### src/rtl/game_seq_ctrl.sv
// Reaction-game sequencer: IDLE -> ARMED -> PLAY -> RESULT -> IDLE.
// Keeps the BCD countdown timer and hit counter and paces the game in ticks.
module game_seq_ctrl #(
    parameter int TICK_CYCLES  = 100_000_000,
    parameter int RESULT_TICKS = 4
) (
    input  logic       clk,
    input  logic       rst,
    input  logic       start,
    input  logic       hit,
    input  logic [7:0] time_cfg,
    input  logic [7:0] goal_cfg,
    output logic [1:0] state,
    output logic [7:0] time_bcd,
    output logic [7:0] hits_bcd,
    output logic       spawn,
    output logic       win,
    output logic       tick
);

    localparam int TW = (TICK_CYCLES > 1) ? $clog2(TICK_CYCLES) : 1;
    localparam int RW = (RESULT_TICKS > 1) ? $clog2(RESULT_TICKS) : 1;
    localparam logic [TW-1:0] TICK_LAST = TW'(TICK_CYCLES - 1);
    localparam logic [RW-1:0] RES_LAST  = RW'(RESULT_TICKS - 1);

    typedef enum logic [1:0] {
        S_IDLE   = 2'd0,
        S_ARMED  = 2'd1,
        S_PLAY   = 2'd2,
        S_RESULT = 2'd3
    } state_e;

    function automatic logic [7:0] clamp_bcd(input logic [7:0] v);
        logic [3:0] tens;
        logic [3:0] ones;
        tens = (v[7:4] > 4'd9) ? 4'd9 : v[7:4];
        ones = (v[3:0] > 4'd9) ? 4'd9 : v[3:0];
        return {tens, ones};
    endfunction

    function automatic logic [7:0] bcd_inc(input logic [7:0] v);
        logic [7:0] r;
        if (v == 8'h99) begin
            r = v;
        end else if (v[3:0] >= 4'd9) begin
            r = {v[7:4] + 4'd1, 4'd0};
        end else begin
            r = {v[7:4], v[3:0] + 4'd1};
        end
        return r;
    endfunction

    function automatic logic [7:0] bcd_dec(input logic [7:0] v);
        logic [7:0] r;
        if (v == 8'h00) begin
            r = v;
        end else if (v[3:0] == 4'd0) begin
            r = {v[7:4] - 4'd1, 4'd9};
        end else begin
            r = {v[7:4], v[3:0] - 4'd1};
        end
        return r;
    endfunction

    state_e          state_q, state_d;
    logic [7:0]      time_q, time_d;
    logic [7:0]      hits_q, hits_d;
    logic [7:0]      goal_q, goal_d;
    logic [TW-1:0]   tcnt_q, tcnt_d;
    logic [RW-1:0]   rcnt_q, rcnt_d;
    logic            win_q, win_d;
    logic            first_q, first_d;

    logic [7:0]      time_clamped;
    logic [7:0]      goal_clamped;
    logic            timed_state;
    logic            goal_met;
    logic            time_out;

    assign time_clamped = clamp_bcd(time_cfg);
    assign goal_clamped = clamp_bcd(goal_cfg);
    assign timed_state  = (state_q == S_PLAY) || (state_q == S_RESULT);
    assign tick         = timed_state && (tcnt_q == TICK_LAST);
    assign goal_met     = (hits_q == goal_q);
    assign time_out     = (time_q == 8'h00);

    always_ff @(posedge clk) begin
        if (rst) begin
            state_q <= S_IDLE;
            time_q  <= 8'h00;
            hits_q  <= 8'h00;
            goal_q  <= 8'h00;
            tcnt_q  <= '0;
            rcnt_q  <= '0;
            win_q   <= 1'b0;
            first_q <= 1'b0;
        end else begin
            state_q <= state_d;
            time_q  <= time_d;
            hits_q  <= hits_d;
            goal_q  <= goal_d;
            tcnt_q  <= tcnt_d;
            rcnt_q  <= rcnt_d;
            win_q   <= win_d;
            first_q <= first_d;
        end
    end

    // Exit test in PLAY takes precedence: the counters freeze on the exit edge.
    always_comb begin
        state_d = state_q;
        time_d  = time_q;
        hits_d  = hits_q;
        goal_d  = goal_q;
        tcnt_d  = tcnt_q;
        rcnt_d  = rcnt_q;
        win_d   = win_q;
        first_d = 1'b0;
        spawn   = 1'b0;

        case (state_q)
            S_IDLE: begin
                if (start) begin
                    state_d = S_ARMED;
                end
            end

            S_ARMED: begin
                if (start) begin
                    state_d = S_PLAY;
                    time_d  = time_clamped;
                    goal_d  = goal_clamped;
                    hits_d  = 8'h00;
                    tcnt_d  = '0;
                    first_d = 1'b1;
                end
            end

            S_PLAY: begin
                spawn  = first_q;
                tcnt_d = tick ? '0 : tcnt_q + 1'b1;
                if (goal_met || time_out) begin
                    state_d = S_RESULT;
                    win_d   = goal_met;
                    tcnt_d  = '0;
                    rcnt_d  = '0;
                end else begin
                    if (tick) begin
                        spawn  = 1'b1;
                        time_d = bcd_dec(time_q);
                    end
                    if (hit) begin
                        hits_d = bcd_inc(hits_q);
                    end
                end
            end

            S_RESULT: begin
                tcnt_d = tick ? '0 : tcnt_q + 1'b1;
                if (tick) begin
                    if (rcnt_q == RES_LAST) begin
                        state_d = S_IDLE;
                        win_d   = 1'b0;
                        rcnt_d  = '0;
                    end else begin
                        rcnt_d = rcnt_q + 1'b1;
                    end
                end
            end

            default: begin
                state_d = S_IDLE;
            end
        endcase
    end

    // Before a game starts the displays preview the clamped settings.
    always_comb begin
        if (timed_state) begin
            time_bcd = time_q;
            hits_bcd = hits_q;
        end else begin
            time_bcd = time_clamped;
            hits_bcd = goal_clamped;
        end
    end

    assign state = state_q;
    assign win   = win_q;

endmodule

### config.mk
export PLATFORM = sky130hd
export DESIGN_NAME = game_seq_ctrl
export DESIGN_NICKNAME = d
export VERILOG_FILES = /design/src/rtl/game_seq_ctrl.sv
export SDC_FILE = /design/constraint.sdc
export NUM_CORES = 1
export LEC_CHECK = 0
export ABC_AREA = 1
export BUFFER_PORTS_ARGS = -buffer_cell sky130_fd_sc_hd__clkbuf_2
export CORE_MARGIN = 4
export CORE_UTILIZATION = 61
export DETAILED_ROUTE_END_ITERATION = 10
export PLACE_DENSITY_LB_ADDON = 0.05
export RECOVER_POWER = 50
export SLEW_MARGIN = 20
export SYNTH_ARGS = -nofsm -noshare
export SYNTH_HDL_FRONTEND = slang
export SYNTH_SLANG_ARGS = --single-unit
export TNS_END_PERCENT = 50
### constraint.sdc
create_clock -name clk -period 4 [get_ports clk]
set_input_delay 0.6 -clock clk [delete_from_list [all_inputs] [get_ports clk]]
set_output_delay 0.6 -clock clk [all_outputs]
set_load 0.02 [all_outputs]
==> flow_summary_export.csv <==
group,metric,value,unit
cells_and_area,diodes,0,
sta,fin_crit_sh,84.1,%
job,drv_cap,0,
route,first_pass_iters,10,
critical_path,endpoint_kind,"output port",
sta,worstMarginPinSlew,1.01,ns
clock_network,htreeDepth,3,
logic_synthesis,synthArstFlopShare,0,%
die,die-width,87.4,um
sta,rsz0062_at_grt,"no",
critical_path,ff2ff_path_depth,12,
route,num_vias,4145,
logic_synthesis,netlist_area,3850,um2
critical_path,rr_endpoint,"tcnt_q[21]",
route,viasPerCell,5.53,
status,outcome,"complete, no violations",
sta,max_freq,0.297,GHz
critical_path,ff2ff_setup_slack,0.71,ns
sta,finalHoldViolCount,0,
logic_synthesis,seq_area_frac_synth,29.6,%
global_route,grt_pass1_vias,3881,
critical_path,critPathKind,"reg2out",
placed_design,place_ws,1.36,ns
cells_and_area,area_delta_synth_final,9.52,%
clock_network,cts_buffer_depth,2,
critical_path,r2r-start,"state[0]",
global_route,grt_max_degree,25,
die,dieHeight,87.4,um
logic_synthesis,yosys.area.top_type,"dfxtp_1",
clock_network,cts_tree,"yes",
logic_synthesis,ys_top_cells_by_count,"nand2_1, nor2_1, inv_1",
die,fp.coreArea,6030,um2
global_route,grt_pass1_wl,17.5,mm
global_route,grt_antenna_before_repair,0,
sta,fin_crit,3.36,ns
logic_synthesis,syn_nets,666,
logic_synthesis,synth_seq_cells,57,
sta,drv_slew,0,
sta,slew_headroom,32.4,%
die,fp.dieArea,7650,um2
critical_path,crit_required,3.40,ns
sta,fin_ws,0.636,ns
cells_and_area,drive_gt1_share,8.75,%
route,route.detailed.drc,0,
cells_and_area,final_area,4220,um2
route,wirelength,10.3,mm
power,peakVddDrop,484,uV
critical_path,critPathMaxFanout,14,
clock_network,cts_resized,0,
logic_synthesis,synthTopCellsByArea,"dfxtp_1, nand2_1, nor2_1",
hold_path,min_path_cells,2,
cells_and_area,fillers,577,
placed_design,dp_cells,734,
route,first_iter_violations,257,
route,ant_nets,0,
hold_path,worstHoldEndpoint,"goal_q[1]",
die,num_io_pins,41,
route,wire_per_inst,13.8,um
sta,setup_tns,0,ns
power,power_density,580,nW/um2
die,rows,28,
cells_and_area,postLayoutCoreUtil,70.0,%
clock_network,cts_buffers,9,
clock_network,hold_buffers,0,
power,p_leak,1.96,nW
logic_synthesis,synth.most_common_cell,"nand2_1",
logic_synthesis,synth_edf_count,0,
logic_synthesis,yosysWarnings,0,
logic_synthesis,synth_top_area_share,29.6,%
sta,skew,0.00739,ns
clock_network,numClockSinks,57,
clock_network,cts-root-buf,"clkbuf_8",
cells_and_area,multi_input_area,2270,um2
clock_network,clkLatencyLatePin,0.34,ns
placed_design,io_buffers,40,
logic_synthesis,synth_cells,633,
logic_synthesis,ys.flop_type,"dfxtp_1",
clock_network,postCtsSetupRepairBufs,0,
placed_design,place.gp.congestion,0.955,
critical_path,start_kind,"flop",
die,initial_utilization,63.9,%
placed_design,postPlaceCellArea,4080,um2
critical_path,crit_arrival,2.76,ns
global_route,grt_overflow,0,
cells_and_area,seqCellArea,1140,um2
hold_path,hold_path.class,"reg2reg",
cells_and_area,nets,703,
logic_synthesis,postSynthAreaPerCell,6.08,um2
placed_design,hpwlAfterDp,7.67,mm
sta,setup_viol,0,
logic_synthesis,ys_types,33,
hold_path,min_from,"goal_q[1]",
clock_network,clk_pin_slew,0.07,ns
cells_and_area,stdcell_count,749,
global_route,track_usage,28.8,%
layout by cell type, fill, tap and decap left out, drive strengths merged, types with 2 or more instances in the layout:
cell type | synthesis | layout
clkbuf | 9 | 55
nand2 | 161 | 161
a21oi | 27 | 27
nor2 | 115 | 115
o21bai | 5 | 5
ha | 13 | 13
xor2 | 9 | 9
clkinv | 0 | 3
o22ai | 4 | 4
o21ai | 40 | 40
or2 | 2 | 2
nor4 | 2 | 2
xnor2 | 7 | 7
nand3 | 49 | 49
inv | 88 | 88
nand4 | 16 | 16
dfxtp | 57 | 57
nor3 | 16 | 16
worst max-delay path, stage by stage (launching register included):
cell and delay, ns:
dfxtp_1 0.34, inv_1 0.13, ha_1 0.42, clkbuf_1 0.42, inv_2 0.22, nand2_1 0.40, nor2_1 0.13, a21oi_1 0.16
clkbuf_2 0.20
state kept, by name, indices dropped and copies added, names as in the netlist:
signal and count:
time_q 8, hits_q 8, first_q 1, state 2, tcnt_q 27, win 1
goal_q 8, rcnt_q 2
report_power, final:
part / total (mW) / switching (mW) / internal, mW / leakage, nW
Combinational: 1.20 / 0.852 / 0.352 / 1.40
Clock: 0.499 / 0.231 / 0.269 / 0.0980
Sequential: 0.740 / 0.0813 / 0.659 / 0.462
routing by layer:
metal | global-route usage, % | wire [um] | up-vias
li1 | - | - | 2079
met1 | 33.3 | 4120 | 1831
met2 | 50.5 | 5020 | 184
met3 | 7.00 | 780 | 51
met4 | 11.4 | 374 | 0
met5 | 0 | 0 | -
worst max path at each step:
stage / startpoint / to / slack, ns / depth (start not counted)
2_1_floorplan: state[0] / hits_bcd[1] / 1.56 / 7
3_3_place_gp: state[0] / spawn / 1.41 / 10
3_5_place_dp: state[0] / tcnt_q[21] / 1.36 / 12
4_1_cts: state[0] / spawn / 0.99 / 10
5_1_grt: state[0] / tcnt_q[2] / 0.40 / 12
6_report: state[0] / hits_bcd[7] / 0.64 / 8
through the flow:
| stage | power (mW) | hold WS [ns] |
|---|---|---|
| final | 2.44 | 0.476 |
| after global routing | 2.64 | 0.503 |
| after CTS | 2.47 | 0.475 |
| after detailed placement | 1.97 | 0.466 |
| after global placement | 1.94 | 0.457 |
| after floorplan | 1.67 | 0.444 |
kinds of logic after synthesis:
logic type / Yosys count / share of synthesized area (%)
and+or+nand+nor: 362 / 40.4
buffers and inverters: 105 / 10.9
AOI/OAI and AO/OA: 80 / 11.2
DFF: 57 / 29.6
xor gates and xnor gates: 16 / 3.64
adders and majority gates: 13 / 4.22
cell type report:
cell class	instances	share of cell area [%]
Multi-Input combinational cell	471	53.9
Clock buffer	12	3.92
Timing Repair Buffer	43	4.69
Clock inverter	3	0.356
Tap cell	75	2.23
Inverter	88	7.83
Sequential cell	57	27.1
(Power assumes the default switching activity.)
